### src/rtl/cpu_pkg.sv
// Constants and types shared by the Spartan CPU core (fetch, memory, decode).
package cpu_pkg;

    localparam int ADDR_W = 16;
    localparam int DATA_W = 16;
    localparam logic [ADDR_W-1:0] RESET_PC = 16'h0000;

    // One prefetched instruction word together with the address it came from.
    typedef struct packed {
        logic [DATA_W-1:0] word;
        logic [ADDR_W-1:0] pc;
    } fetch_entry_t;

endpackage

### src/rtl/fetch_fifo.sv
// Synchronous prefetch FIFO with push, pop and flush; flush beats push and pop.
// The head reads as zero while empty so downstream never sees stale storage.
module fetch_fifo #(
    parameter int W     = 32,
    parameter int DEPTH = 4,
    localparam int PTR_W = $clog2(DEPTH)
) (
    input  logic             clk,
    input  logic             rst,
    input  logic             flush,
    input  logic             push,
    input  logic [W-1:0]     push_data,
    input  logic             pop,
    output logic [W-1:0]     head,
    output logic [PTR_W:0]   count
);

    logic [W-1:0]     mem [DEPTH];
    logic [PTR_W-1:0] wr_ptr;
    logic [PTR_W-1:0] rd_ptr;
    logic             not_empty;
    logic             do_push;
    logic             do_pop;

    assign not_empty = (count != '0);
    assign do_push   = push & ~flush;
    assign do_pop    = pop & not_empty & ~flush;

    // NOTE: sequential state uses non-blocking assignments so every register
    // samples the pre-edge values, independent of statement order.
    always_ff @(posedge clk) begin
        if (rst || flush) begin
            wr_ptr <= '0;
            rd_ptr <= '0;
            count  <= '0;
        end else begin
            if (do_push) wr_ptr <= wr_ptr + PTR_W'(1);
            if (do_pop)  rd_ptr <= rd_ptr + PTR_W'(1);
            count <= count + (PTR_W+1)'(do_push) - (PTR_W+1)'(do_pop);
        end
    end

    // NOTE: storage is deliberately not reset; count gates every read, so
    // stale contents are never observable and the array maps onto plain RAM.
    always_ff @(posedge clk) begin
        if (do_push && !rst) mem[wr_ptr] <= push_data;
    end

    assign head = not_empty ? mem[rd_ptr] : '0;

endmodule

### src/rtl/fetch_unit.sv
// Instruction fetch front end: drives the instruction port, captures the
// one-cycle-latent i_bus word and queues {word, pc} for decode.
module fetch_unit #(
    parameter int                ADDR_W   = cpu_pkg::ADDR_W,
    parameter int                DATA_W   = cpu_pkg::DATA_W,
    parameter int                DEPTH    = 4,
    parameter logic [ADDR_W-1:0] RESET_PC = cpu_pkg::RESET_PC
) (
    input  logic              clk,
    input  logic              rst,
    output logic [ADDR_W-1:0] i_addr,
    input  logic [DATA_W-1:0] i_bus,
    output logic [DATA_W-1:0] instr,
    output logic [ADDR_W-1:0] instr_pc,
    output logic              instr_valid,
    input  logic              instr_ready,
    input  logic              redirect,
    input  logic [ADDR_W-1:0] redirect_pc
);

    localparam int PTR_W = $clog2(DEPTH);
    localparam logic [PTR_W+1:0] DEPTH_V = (PTR_W+2)'(DEPTH);

    typedef struct packed {
        logic [DATA_W-1:0] word;
        logic [ADDR_W-1:0] pc;
    } entry_t;

    logic [ADDR_W-1:0] fetch_pc;
    logic [ADDR_W-1:0] inf_pc;
    logic              inf_v;
    logic [PTR_W:0]    count;
    logic [PTR_W+1:0]  occupancy;
    logic              pop;
    logic              issue;
    entry_t            push_entry;
    entry_t            head_entry;

    assign i_addr = fetch_pc;
    assign pop    = instr_valid & instr_ready;

    // Occupancy after this edge: queued words, plus the word landing now,
    // minus the one decode takes now. Issue only if that leaves room.
    assign occupancy = (PTR_W+2)'(count) + (PTR_W+2)'(inf_v) - (PTR_W+2)'(pop);
    assign issue     = ~redirect & (occupancy < DEPTH_V);

    always_ff @(posedge clk) begin
        if (rst) begin
            fetch_pc <= RESET_PC;
            inf_v    <= 1'b0;
            inf_pc   <= '0;
        end else if (redirect) begin
            fetch_pc <= redirect_pc;
            inf_v    <= 1'b0;
        end else if (issue) begin
            fetch_pc <= fetch_pc + ADDR_W'(1);
            inf_v    <= 1'b1;
            inf_pc   <= fetch_pc;
        end else begin
            inf_v    <= 1'b0;
        end
    end

    assign push_entry = '{word: i_bus, pc: inf_pc};

    fetch_fifo #(
        .W     ($bits(entry_t)),
        .DEPTH (DEPTH)
    ) u_fifo (
        .clk       (clk),
        .rst       (rst),
        .flush     (redirect),
        .push      (inf_v),
        .push_data (push_entry),
        .pop       (pop),
        .head      (head_entry),
        .count     (count)
    );

    assign instr_valid = (count != '0);
    assign instr       = head_entry.word;
    assign instr_pc    = head_entry.pc;

endmodule
### config.mk
export PLATFORM = sky130hd
export DESIGN_NAME = fetch_unit
export DESIGN_NICKNAME = d
export VERILOG_FILES = /design/src/rtl/cpu_pkg.sv /design/src/rtl/fetch_fifo.sv /design/src/rtl/fetch_unit.sv
export SDC_FILE = /design/constraint.sdc
export NUM_CORES = 1
export LEC_CHECK = 0
export BUFFER_PORTS_ARGS = -buffer_cell sky130_fd_sc_hd__buf_2
export CORE_ASPECT_RATIO = 0.75
export CORE_MARGIN = 2
export CORE_UTILIZATION = 48
export DETAILED_ROUTE_END_ITERATION = 7
export PLACE_DENSITY = 0.65
export SLEW_MARGIN = 25
export SYNTH_ARGS = -nofsm -noshare
export SYNTH_HDL_FRONTEND = slang
export SYNTH_HIERARCHICAL = 1
export SYNTH_SLANG_ARGS = --single-unit
### constraint.sdc
create_clock -name clk -period 6.4 [get_ports clk]
set_input_delay 1.92 -clock clk [delete_from_list [all_inputs] [get_ports clk]]
set_output_delay 1.92 -clock clk [all_outputs]
set_load 0.02 [all_outputs]
Word-level counts from Yosys, hierarchy flattened
Memory sizes are Yosys's and may differ from the RTL's. A register that Yosys moved wholly into a read port is not among the register bits.
Index checks and enable logic that the tools add are counted.
{"block": "word_totals", "regBits": 40, "ramBits": 128, "inputBits": 36, "out_inout_bits": 49, "wordCells": 36, "mem_count": 1}
{"name": "u_fifo.mem", "depth": 4, "width": 32, "read_ports": 1, "rd_clocked_by_memory_dff": 1, "write_ports": 1, "line_no": "fetch_fifo.sv:18", "source": "logic [W-1:0] mem [DEPTH];"}
{"block": "op_classes", "add_sub_neg": 7, "magnitude_cmp": 1, "mux": 8, "bitwise_logic": 6, "reduce_logical": 7}
{"operator": "2-to-1 mux 16 bit", "count": 2}
{"operator": "2-to-1 mux 32 bit", "count": 1}
{"operator": "adder 16 x 1 -> 16 bit, second input constant", "count": 1}
{"operator": "bitwise AND 1 bit", "count": 5}
{"operator": "adder 2 x 1 -> 2 bit, second input constant", "count": 2}
{"operator": "adder 3 x 1 -> 4 bit", "count": 1}
{"operator": "< comparator 4 x 3 -> 1 bit, second input constant", "count": 1}
{"operator": "2-to-1 mux 2 bit", "count": 2}
{"operator": "subtractor 4 x 1 -> 4 bit", "count": 1}
{"operator": "adder 3 x 1 -> 3 bit", "count": 1}
{"operator": "2-to-1 mux 1 bit", "count": 3}
{"operator": "nonzero test 3 bit", "count": 1}
{"operator": "subtractor 3 x 1 -> 3 bit", "count": 1}
{"operator": "AND reduction 2 bit", "count": 1}
{"operator": "nonzero test 2 bit", "count": 1}
{"operator": "OR reduction 2 bit", "count": 1}
{"operator": "logical AND 1 bit", "count": 1}
{"operator": "logical NOT 1 bit", "count": 1}
{"operator": "logical OR 1 bit", "count": 1}
{"operator": "inverter 1 bit", "count": 1}

Longest topological paths before layout
{"block": "depth", "ltp_word": 7, "depth_mapped": 13, "mapped_depth_nobuf": 11}

Hierarchy
Netlist, hierarchy kept.
{"mod": "fetch_fifo", "instances": 1, "cells_per_inst": 250, "area_each_um2": 5361.4, "seq_area_each_um2": 4023.9}
{"mod": "fetch_unit", "instances": 1, "cells_per_inst": 182, "area_each_um2": 1687.9, "seq_area_each_um2": 660.6}

Least setup slack after synthesis
Ideal clock, no wire load.
{"block": "synth_path", "path_kind": "input port to flip-flop", "from": "input port instr_ready", "to": "register inf_pc[0]", "setup_time_ns": 0.128, "t_arrival_ns": 3.579, "required_time_ns": 6.272, "slack_ns": 2.693, "path_stages": 11, "path_buffers": 2, "cell_sequence": "and2_1 > ha_1 > inv_1 > ha_1 > nand3b_4 > and4bb_4 > o21ai_0 > buf_4 > buf_4 > mux2i_1 > nor2_1"}
{"block": "synth_via", "elab_chain_len": 5}
{"item": "from (decl)", "line_no": "fetch_unit.sv:16", "source": "input logic instr_ready,"}
{"item": "bitwise AND 1 bit", "line_no": "fetch_unit.sv:40", "source": "assign pop = instr_valid & instr_ready;"}
{"item": "subtractor 4 x 1 -> 4 bit", "line_no": "fetch_unit.sv:44", "source": "assign occupancy = (PTR_W+2)'(count) + (PTR_W+2)'(inf_v) - (PTR_W+2)'(pop);"}
{"item": "< comparator 4 x 3 -> 1 bit", "line_no": "fetch_unit.sv:45", "source": "assign issue = ~redirect & (occupancy < DEPTH_V);"}
{"item": "bitwise AND 1 bit", "line_no": "fetch_unit.sv:45"}
{"item": "AND reduction 2 bit (no line)"}
{"item": "to (signal assigned)", "line_no": "fetch_unit.sv:58", "source": "inf_pc <= fetch_pc;"}
{"item": "to (decl)", "line_no": "fetch_unit.sv:30", "source": "logic [ADDR_W-1:0] inf_pc;"}
No other way between the ends.
A chain may end at the register's enable or synchronous reset.

==> reports/summary.txt <==
Antenna Nets Post-Route: 0
RSZ-0062 raised after global routing: false
FP Rows: 38
Sum Neg Setup Slack: 0 ns
Hold/Removal Path Class: register to register
Hold Violations, Final: 0
status: finished, final reports clean
Slew Limit Fails: 0
clk sinks: 170
top cell type's share of synthesized area: 54.5%
Synthesis Warnings: 6
total wire length: 12,600 um
Critical Path RT: 4.48 ns
Num CTS Buffers: 17
max frequency: 226 MHz
Synth area leaders: edfxtp_1 55%, dfxtp_1 12%, mux4_2 9.6%
Clock Latency Late Sink: 0.41 ns
via count: 3,847
number of port buffers: 84
io pins: 85
critical path class: register to output port
Final Non-Filler Cells: 731
fin crit share: 69.1%
total global-route track usage: 17.6%
clock root cell: clkbuf_16
Syn Nets: 479
Register-to-Register Setup Slack: 3.63 ns
Post-synth EDFFs: 128
Peak VDD IR: 0.000224 V
total inserted antenna cells: 0
Area Growth Syn to Fin: 15.9%
GPL Wtd Cong: 0.788
CTS tree: built
clk slew on worst S/H paths: 0.07 ns
Post-DP HPWL: 7790 um
via/cell ratio: 5.26
max cap viols: 0
most common cell after layout, fill and taps aside: edfxtp_1
die width: 144 um
Rel. slew slack: 48.7%
post-synthesis sequential area ratio: 66.5%
# setup viols final: 0
vias in the first global route: 3,870
Synth Register Bits: 170
critical path arrival: 2.50 ns
fill count: 1,153
drt pass-1 iters: 4
Final Skew: 0.00899 ns
synthesized area per cell: 16.3 um2
dpl ws: 1.97 ns
Final Worst Setup Slack: 1.98 ns
largest net degree at the start of global routing: 43
Post-Syn Instances: 432
Period minus WS final: 4.42 ns
most frequent cells in the layout: 128 x edfxtp_1, 84 x buf_2, 41 x dfxtp_1
synthesized cell area: 0.00705 mm2
PostCTS Resize Cnt: 0
type of origin of the critical path: register
initial antenna violation count: 0
routed len/inst: 17.3 um
Core Area: 0.0144 mm2
Async SR Flop Fraction: 0%
ratio of cells with drive above 1 in the final layout: 31.3%
global route overflow: 0
CTS Hold Bufs: 0
cell accounting for the most synthesized area: edfxtp_1
# DRC: 0
Yosys cell types: 50
H-tree depth: 4
Crit Path Max Fanout: 18
Leak: 2.97 nW
Die Area: 0.0157 mm2
DR iter-0 viols: 160
PwrDens: 281 mW/mm2
Starting Density: 48.9%
global-route wire length before repair: 20,400 um
Worst setup EP type: output port
Die Height: 109 um
placed cells: 699
ys flop type: edfxtp_1
Longest Clk Path Bufs: 2
worst-margin pin slew: 0.769 ns
fin nets: 565
Post-CTS Setup Bufs: 0
[area by class of cell]
cell class / count / area [um2] / area share (%)
Clock buffer: 17 / 425 / 5.21
Clock inverter: 15 / 153 / 1.87
Inverter: 18 / 67.6 / 0.827
Multi-Input combinational cell: 221 / 2120 / 26.0
Sequential cell: 170 / 4690 / 57.3
Tap cell: 200 / 250 / 3.06
Timing Repair Buffer: 90 / 465 / 5.70
[metrics by stage]
stage	power (W)	hold slack, ns	utilization, %	instance area, um2
2_1_floorplan	0.00130	0.460	-	7050
3_3_place_gp	0.00134	0.486	52.6	7580
3_5_place_dp	0.00134	0.503	52.7	7590
4_1_cts	0.00233	0.523	56.7	8160
5_1_grt	0.00238	0.536	56.7	8170
6_report	0.00230	0.519	56.7	8170
[state kept, by name, summed over array words and instances, names as in the netlist, named ones only]
register,count
inf_v,1
u_fifo/wr_ptr,2
u_fifo/count,3
i_addr,16
u_fifo/rd_ptr,2
inf_pc,16
u_fifo/mem,128
[layer usage]
metal  share of wire [%]  routed length [um]  track usage [%]  vias up
li1                    -                   -                -     1815
met1                  47                5940             25.0     1891
met2                  46                5790             26.9      134
met3                 6.6                 833             4.66        7
met4                0.62                  79             5.11        0
met5                   0                   0                0        -
[synthesized netlist by cell type (all sizes together), types with 5 or more instances]
cell type and n:
o21ai 8, mux4 32, edfxtp 128, o21a 6, and2 35, and3 6
nor2 31, nor3 6, a21oi 7, xor2 5, o211ai 5, dfxtp 42
ha 10, a211oi 5, buf 10, inv 17, clkbuf 13, mux2i 17
xnor2 9, nand2 6
[cells by family (layout without fill, tap and decap cells)]
group / after synthesis / count (layout) / synth area share [%]
flops: 170 / 170 / 66.5
mux: 52 / 52 / 13.2
simple gates: 101 / 101 / 8.36
buf+inv: 41 / 140 / 3.59
xor+xnor: 15 / 15 / 2.08
fa+ha+maj: 11 / 11 / 2.06
compound gates: 42 / 42 / 4.24
[final timing paths]
kind	to	startpoint	cells after the start
hold / removal	u_fifo/mem[2][14]$_DFFE_PP_	inf_pc[14]$_SDFFE_PP0P_	0
hold reg to reg	u_fifo/mem[2][14]$_DFFE_PP_	inf_pc[14]$_SDFFE_PP0P_	0
setup reg to reg	inf_pc[14]$_SDFFE_PP0P_	u_fifo/count[2]$_SDFF_PP0_	11
setup / recovery	instr[15]	register	4
[critical path, cell delays in order (launching register included)]
cell and delay [ns]:
dfxtp_2 0.69, buf_4 0.45, mux4_1 0.61, and2_1 0.18, buf_2 0.15
[power by group]
group          internal (W)  switching (W)  total (W)
logic             0.0000394      0.0000562  0.0000955
clock network      0.000520       0.000456   0.000976
registers           0.00120      0.0000234    0.00122
Note: power is estimated with default switching activity, not from simulation.
